[src/rtl/apb_uart_bridge.sv]
// APB slave bridging the bus to the UART TX/RX cores with byte FIFOs in both directions.
// Zero-wait APB: TXDATA/RXDATA/STATUS/CTRL; sticky overrun/frame flags and a combined irq.
module apb_uart_bridge #(
  parameter int TX_DEPTH  = 16,
  parameter int RX_DEPTH  = 16,
  parameter int RX_THRESH = 1
) (
  input  logic        clk,
  input  logic        rst_n,
  input  logic [3:0]  pAdd,
  input  logic [31:0] pwData,
  input  logic        psel,
  input  logic        pen,
  input  logic        pwr,
  output logic [31:0] prdata,
  output logic        pready,
  output logic        pslverr,
  output logic [7:0]  txData,
  output logic        txStart,
  input  logic        txDone,
  input  logic        busy,
  input  logic [7:0]  rxData,
  input  logic        rxDone,
  input  logic        err_in,
  output logic        tx_en,
  output logic        rx_en,
  output logic        err_out,
  output logic        irq
);
  localparam int TXP_W = $clog2(TX_DEPTH);
  localparam int RXP_W = $clog2(RX_DEPTH);
  localparam int TXC_W = TXP_W + 1;
  localparam int RXC_W = RXP_W + 1;
  localparam logic [TXC_W-1:0] TX_FULL_CNT = TXC_W'(TX_DEPTH);
  localparam logic [RXC_W-1:0] RX_FULL_CNT = RXC_W'(RX_DEPTH);
  localparam logic [RXC_W-1:0] RX_TH_CNT   = RXC_W'(RX_THRESH);

  typedef enum logic [1:0] {S_IDLE, S_LOAD, S_START, S_WAIT} tx_state_t;
  tx_state_t r_state, w_state_next;

  logic [7:0]       r_tx_mem [TX_DEPTH];
  logic [7:0]       r_rx_mem [RX_DEPTH];
  logic [TXP_W-1:0] r_tx_wr_ptr, r_tx_rd_ptr;
  logic [RXP_W-1:0] r_rx_wr_ptr, r_rx_rd_ptr;
  logic [TXC_W-1:0] r_tx_count;
  logic [RXC_W-1:0] r_rx_count;
  logic [7:0]       r_tx_data;
  logic             r_tx_en, r_rx_en, r_rx_ie, r_tx_ie;
  logic             r_overrun, r_frame_err;
  logic             r_txdone_d, r_rxdone_d, r_err_d;

  logic w_access, w_wr, w_rd;
  logic w_sel_tx, w_sel_rx, w_sel_st, w_sel_ct;
  logic w_tx_full, w_tx_empty, w_rx_full, w_rx_empty;
  logic w_tx_push, w_tx_pop, w_rx_push, w_rx_pop, w_rx_evt;
  logic w_tx_flush, w_rx_flush, w_ctrl_wr, w_st_wr;
  logic w_ovr_set, w_fe_set, w_txdone_rise, w_tx_active, w_err;
  logic [31:0] w_status;
  logic w_unused_bits;

  assign w_access = psel & pen;
  assign w_wr     = w_access & pwr;
  assign w_rd     = w_access & ~pwr;
  assign w_sel_tx = (pAdd[3:2] == 2'd0);
  assign w_sel_rx = (pAdd[3:2] == 2'd1);
  assign w_sel_st = (pAdd[3:2] == 2'd2);
  assign w_sel_ct = (pAdd[3:2] == 2'd3);
  assign w_unused_bits = ^{pAdd[1:0], pwData[31:8]};

  assign w_tx_full  = (r_tx_count == TX_FULL_CNT);
  assign w_tx_empty = (r_tx_count == '0);
  assign w_rx_full  = (r_rx_count == RX_FULL_CNT);
  assign w_rx_empty = (r_rx_count == '0);

  assign w_txdone_rise = txDone & ~r_txdone_d;
  assign w_fe_set      = err_in & ~r_err_d;
  assign w_rx_evt      = r_rx_en & rxDone & ~r_rxdone_d;

  // A push into a full FIFO is only accepted when the same FIFO pops this cycle.
  assign w_tx_pop  = (r_state == S_LOAD) & ~w_tx_empty;
  assign w_tx_push = w_wr & w_sel_tx & (~w_tx_full | w_tx_pop);
  assign w_rx_pop  = w_rd & w_sel_rx & ~w_rx_empty;
  assign w_rx_push = w_rx_evt & (~w_rx_full | w_rx_pop);
  assign w_ovr_set = w_rx_evt & w_rx_full & ~w_rx_pop;

  assign w_ctrl_wr  = w_wr & w_sel_ct;
  assign w_st_wr    = w_wr & w_sel_st;
  assign w_tx_flush = w_ctrl_wr & pwData[2];
  assign w_rx_flush = w_ctrl_wr & pwData[3];

  assign w_err = (w_sel_tx & (~pwr | (w_tx_full & ~w_tx_pop))) |
                 (w_sel_rx & (pwr | w_rx_empty));
  assign pready  = w_access;
  assign pslverr = w_access & w_err;

  assign w_tx_active = (r_state != S_IDLE);
  assign w_status = {8'd0, 8'(r_rx_count), 8'(r_tx_count), 1'b0, w_tx_active,
                     r_frame_err, r_overrun, w_rx_empty, w_rx_full, w_tx_empty, w_tx_full};

  always_comb begin
    prdata = '0;
    if (w_rd) begin
      case (pAdd[3:2])
        2'd1:    if (!w_rx_empty) prdata = {24'd0, r_rx_mem[r_rx_rd_ptr]};
        2'd2:    prdata = w_status;
        2'd3:    prdata = {26'd0, r_tx_ie, r_rx_ie, 2'b00, r_rx_en, r_tx_en};
        default: prdata = '0;
      endcase
    end
  end

  always_ff @(posedge clk) begin
    if (w_tx_push && !w_tx_flush) r_tx_mem[r_tx_wr_ptr] <= pwData[7:0];
    if (w_rx_push && !w_rx_flush) r_rx_mem[r_rx_wr_ptr] <= rxData;
  end

  // Flush wins over a same-cycle push or pop; stored bytes are left in place.
  always_ff @(posedge clk or negedge rst_n) begin
    if (!rst_n) begin
      r_tx_wr_ptr <= '0;
      r_tx_rd_ptr <= '0;
      r_tx_count  <= '0;
    end else if (w_tx_flush) begin
      r_tx_wr_ptr <= '0;
      r_tx_rd_ptr <= '0;
      r_tx_count  <= '0;
    end else begin
      if (w_tx_push) r_tx_wr_ptr <= r_tx_wr_ptr + TXP_W'(1);
      if (w_tx_pop)  r_tx_rd_ptr <= r_tx_rd_ptr + TXP_W'(1);
      if (w_tx_push && !w_tx_pop)      r_tx_count <= r_tx_count + TXC_W'(1);
      else if (!w_tx_push && w_tx_pop) r_tx_count <= r_tx_count - TXC_W'(1);
    end
  end

  always_ff @(posedge clk or negedge rst_n) begin
    if (!rst_n) begin
      r_rx_wr_ptr <= '0;
      r_rx_rd_ptr <= '0;
      r_rx_count  <= '0;
    end else if (w_rx_flush) begin
      r_rx_wr_ptr <= '0;
      r_rx_rd_ptr <= '0;
      r_rx_count  <= '0;
    end else begin
      if (w_rx_push) r_rx_wr_ptr <= r_rx_wr_ptr + RXP_W'(1);
      if (w_rx_pop)  r_rx_rd_ptr <= r_rx_rd_ptr + RXP_W'(1);
      if (w_rx_push && !w_rx_pop)      r_rx_count <= r_rx_count + RXC_W'(1);
      else if (!w_rx_push && w_rx_pop) r_rx_count <= r_rx_count - RXC_W'(1);
    end
  end

  always_ff @(posedge clk or negedge rst_n) begin
    if (!rst_n) begin
      r_state   <= S_IDLE;
      r_tx_data <= '0;
    end else begin
      r_state <= w_state_next;
      if (w_tx_pop) r_tx_data <= r_tx_mem[r_tx_rd_ptr];
    end
  end

  // A flush landing on the IDLE->LOAD edge leaves LOAD with nothing to send.
  always_comb begin
    w_state_next = r_state;
    txStart      = 1'b0;
    case (r_state)
      S_IDLE:  if (r_tx_en && !w_tx_empty && !busy) w_state_next = S_LOAD;
      S_LOAD:  w_state_next = w_tx_empty ? S_IDLE : S_START;
      S_START: begin
        txStart      = 1'b1;
        w_state_next = S_WAIT;
      end
      S_WAIT:  if (w_txdone_rise) w_state_next = S_IDLE;
      default: w_state_next = S_IDLE;
    endcase
  end

  always_ff @(posedge clk or negedge rst_n) begin
    if (!rst_n) begin
      r_tx_en     <= 1'b0;
      r_rx_en     <= 1'b0;
      r_rx_ie     <= 1'b0;
      r_tx_ie     <= 1'b0;
      r_overrun   <= 1'b0;
      r_frame_err <= 1'b0;
      r_txdone_d  <= 1'b0;
      r_rxdone_d  <= 1'b0;
      r_err_d     <= 1'b0;
    end else begin
      if (w_ctrl_wr) begin
        r_tx_en <= pwData[0];
        r_rx_en <= pwData[1];
        r_rx_ie <= pwData[4];
        r_tx_ie <= pwData[5];
      end
      r_overrun   <= w_ovr_set | (r_overrun & ~(w_st_wr & pwData[4]));
      r_frame_err <= w_fe_set | (r_frame_err & ~(w_st_wr & pwData[5]));
      r_txdone_d  <= txDone;
      r_rxdone_d  <= rxDone;
      r_err_d     <= err_in;
    end
  end

  assign txData  = r_tx_data;
  assign tx_en   = r_tx_en;
  assign rx_en   = r_rx_en;
  assign err_out = r_frame_err;
  assign irq = (r_rx_ie & (r_rx_count >= RX_TH_CNT)) | (r_tx_ie & w_tx_empty & ~w_tx_active) |
               r_overrun | r_frame_err;
endmodule

[config.mk]
export PLATFORM = sky130hd
export DESIGN_NAME = apb_uart_bridge
export DESIGN_NICKNAME = d
export VERILOG_FILES = /design/src/rtl/apb_uart_bridge.sv
export SDC_FILE = /design/constraint.sdc
export NUM_CORES = 1
export LEC_CHECK = 0
export ABC_CLOCK_PERIOD_IN_PS = 5400
export CAP_MARGIN = 5
export CORE_MARGIN = 2
export CORE_UTILIZATION = 60
export CTS_CLUSTER_DIAMETER = 50
export CTS_CLUSTER_SIZE = 10
export DETAILED_ROUTE_END_ITERATION = 7
export PLACE_DENSITY = 0.82
export SLEW_MARGIN = 25
export SYNTH_ARGS = -nofsm -noshare
export SYNTH_HDL_FRONTEND = slang
export SYNTH_SLANG_ARGS = --single-unit
[constraint.sdc]
create_clock -name clk -period 5.4 [get_ports clk]
set_clock_uncertainty 0.15 [all_clocks]
set_input_delay 0.81 -clock clk [delete_from_list [all_inputs] [get_ports clk]]
set_output_delay 0.81 -clock clk [all_outputs]
set_load 0.01 [all_outputs]
==> results by group <==
Outcome
  • Status: finished, final reports clean

Cells and area
  • Antenna fix cells: 0
  • Most frequent cells in the layout: edfxtp_1 (256), nor2_1 (59), clkdlybuf4s50_1 (58)
  • Final nets: 896
  • Multi-input gate area: ~3800 um2
  • Leading cell type in the layout, fill and taps excluded: edfxtp_1
  • Register Area: 8820 um2
  • Area delta synth->final: 14.8%
  • Layout cell share with drive strength beyond 1: 0.187
  • Fill cells: 1235

Power and ir drop
  • Psw: 1980 uW
  • Comb pwr share: 0.250
  • Pwr/cell area: approximately 460 nW/um2
  • Clock group share of total power: 0.319
  • Peak VDD IR: between 0.2 and 0.25 mV
  • Pleak: 0.00495 uW
  • Switch share: 0.292
  • Sequential power share: 0.431
  • P_int: a little under 5000 uW

STA
  • Fin crit share: 0.824
  • RSZ-0062 raised after global routing: false
  • Least-Margin Pin Slew: slightly below 1 ns
  • Max Slew Vio Count: 0
  • Final Setup Violations: 0
  • Slew margin rel.: 0.341
  • Fmax: between 200 and 250 MHz
  • Setup TNS: 0 ns
  • Final Hold Viols: 0
  • Final setup margin: ~0.95 ns
  • Post-route minimum period: 4.45 ns

Setup path
  • Reg2reg start: r_tx_count[0]$_DFFE_PN0P_
  • Crit path kind: reg -> out
  • Reg2reg setup slack: around 2.0 ns
  • CP Data Arrival Time: 3.49 ns
  • CP max FO: 20
  • Reg2Reg Depth: 8
  • RR Endpoint: r_tx_count[4]$_DFFE_PN0P_
  • Critical path capture point type: output pin
  • WP data required: 4.44 ns
  • CP peak stage delay: roughly 0.80 ns
  • Critical-path cell list: buf_4, mux4_1, mux2_2, a21oi_1, o22ai_1, clkdlybuf4s50_1
  • Startpoint Class: flip-flop
  • CP max-delay cell: dfrtp_2

GRT
  • Antenna violations before repair: 0
  • First-pass GRT wire length: 42.2 mm
  • Largest net degree at the start of global routing: between 40 and 50
  • Gr ovfl total: 0
  • Vias in the first global route: between 7000 and 8000
  • Global Route Usage Sum: 0.252

Placement
  • Port bufs: 59
  • GP Congestion: 0.920
  • Dpl hpwl: ~17 mm
  • Pre-CTS setup slack: between 0.9 and 1 ns

Floorplanning
  • Die Wd: approximately 150 um
  • Row count: 53
  • Core area: around 21000 um2
  • Die height: between 150 and 200 um
  • Initial Util: 0.611
  • DIE AREA: between 20000 and 25000 um2
  • Top Ports: 100

Hold path
  • Hold Crit Class: in -> async

Clock tree
  • Clock-pin slew on the worst setup and hold paths: approximately 0.050 ns
  • H-tree depth: 2
  • Clock Latency Late Sink: ~0.51 ns
  • CTS tree: yes
  • CTS Hold Buffers Added: 0
  • TritonCTS Buffers: 37
  • Setup Buffers After CTS: 0
  • Post-cts sizing count: 0
  • Clk root buf: clkbuf_16
  • Bufs on Longest Clock Path: 3
  • # clock sinks: approximately 300

Job
  • Max_cap viols: 0

Logic synthesis
  • Cell area after synthesis: roughly 13000 um2
  • Mapped Cells: 750
  • Number of flops mapped to enable cells by yosys: roughly 260
  • Yosys reg bits: 301
  • Synth Warn #: 0
  • Avg Cell Area, Syn: around 17 um2
  • Asr flop ratio synth: 0.150
  • Yosys cell types: 61
  • Sequential share of the synthesized area: 0.687
  • Main synth FF type: edfxtp_1

Detailed routing
  • DR vias: about 7300
  • DR DRC count: 0
  • First-pass DRT Iterations: 5
  • Wire per inst: 24.7 um
  • DRT Wirelength: between 20 and 30 mm
  • Routed Antenna Nets: 0
  • DRT iter0 DRCs: approximately 630
  • Vias per cell: 6.50
-- how the worst max path moves through the flow --
stage                                    start                        end  slack, ns  cells past startpoint
floorplan                              pAdd[2]  r_tx_count[4]$_DFFE_PN0P_       2.04                      9
global placement                       pAdd[3]                  prdata[2]       1.08                      6
detailed placement                     pAdd[2]  r_tx_count[4]$_DFFE_PN0P_       0.99                      9
CTS                 r_rx_rd_ptr[0]$_DFFE_PN0P_                  prdata[1]       0.95                      6
global route                           pAdd[2]                  prdata[7]       0.82                      5
finish              r_rx_rd_ptr[0]$_DFFE_PN0P_                  prdata[1]       0.95                      6
-- cell families after synthesis --
logic type,share of synthesized area
AND/OR/NAND/NOR,0.0750
buffers and inverters,0.0267
multiplexers,0.151
flip-flops,0.687
adder cells (fa/ha/maj),0.0181
AO/OA/AOI/OAI,0.0319
XOR/XNOR,0.0109
other,0.000292
-- registers in the layout, summed over array words and instances (netlist names), named ones only --
| name | cells |
|---|---|
| tx_en | 1 |
| rx_en | 1 |
| r_txdone_d | 1 |
| r_rx_rd_ptr | 4 |
| err_out | 1 |
| r_tx_ie | 1 |
| r_tx_wr_ptr | 4 |
| r_rx_wr_ptr | 4 |
| r_tx_count | 5 |
| r_err_d | 1 |
| r_state | 1 |
| r_rxdone_d | 1 |
| r_tx_mem | 128 |
| r_tx_rd_ptr | 4 |
| r_overrun | 1 |
| r_rx_ie | 1 |
| txData | 8 |
| r_rx_count | 5 |
| r_rx_mem | 128 |
-- cell type report --
type	count	area share
timing repair buffer	75	0.0480
inverter	13	0.00331
sequential	301	0.598
multi-input combinational	397	0.255
clock buffer	52	0.0673
clock inverter	7	0.00450
tap	275	0.0233
-- synthesized netlist by cell type (3+ instances only) --
master	number	area share
clkbuf_1	19	0.0056
buf_2	10	0.0039
xor2_1	10	0.0068
ha_1	17	0.017
nand4_1	7	0.0034
nor3b_1	3	0.0018
inv_1	13	0.0038
and3_1	3	0.0015
mux2i_1	13	0.010
buf_1	3	0.00088
and3b_1	4	0.0027
or3_1	4	0.0019
and2_1	18	0.0088
a31oi_1	3	0.0015
mux4_1	9	0.018
nand2_1	33	0.0097
o21ai_0	9	0.0035
xnor2_1	6	0.0041
nand3b_1	3	0.0018
nor2_1	59	0.017
o22ai_1	10	0.0049
dfrtp_1	45	0.088
a22o_1	3	0.0020
nor3_1	9	0.0035
a21oi_1	22	0.0086
mux4_2	57	0.10
nor4_1	5	0.0024
edfxtp_1	256	0.60
buf_4	16	0.0094
nand3_1	17	0.0066
mux2_2	25	0.022
nor2b_1	4	0.0019
-- routing by layer --
metal  vias up  GRT usage  share of wire
met5         -          0              0
met1      3723      0.350           0.39
li1       3057          -              -
met4         0      0.103          0.036
met2       427      0.397           0.48
met3        77     0.0536          0.089
-- power by group through the flow --
stage	Sequential [uW]	Clock, uW	Combinational (uW)
2_1_floorplan	2830	0	1320
3_3_place_gp	2940	0	1590
3_5_place_dp	2960	0	1660
4_1_cts	2920	2190	1690
5_1_grt	2950	2280	1830
6_report	2930	2160	1700
-- worst max-delay path, delay by kind of cell (launching register included) --
family                 cells  cell delay, ns
AO/OA/AOI/OAI              2            0.45
multiplexers               2            0.85
flip-flops                 1            0.80
buffers and inverters      2            0.85
-- stage by stage --
step / util / power, uW / area, um2 / cells / hold slack, ns
final: 0.701 / 6790 / 14700 / 1120 / 0.168
after global routing: 0.701 / 7060 / 14700 / 1120 / 0.216
after CTS: 0.701 / 6800 / 14700 / 1120 / 0.296
after detailed placement: 0.650 / 4620 / 13700 / 1061 / 0.282
after global placement: 0.650 / 4530 / 13700 / 1061 / 0.277
after floorplan: - / 4140 / 12900 / 763 / 0.250
No activity file was read; power rests on OpenSTA's default activity.
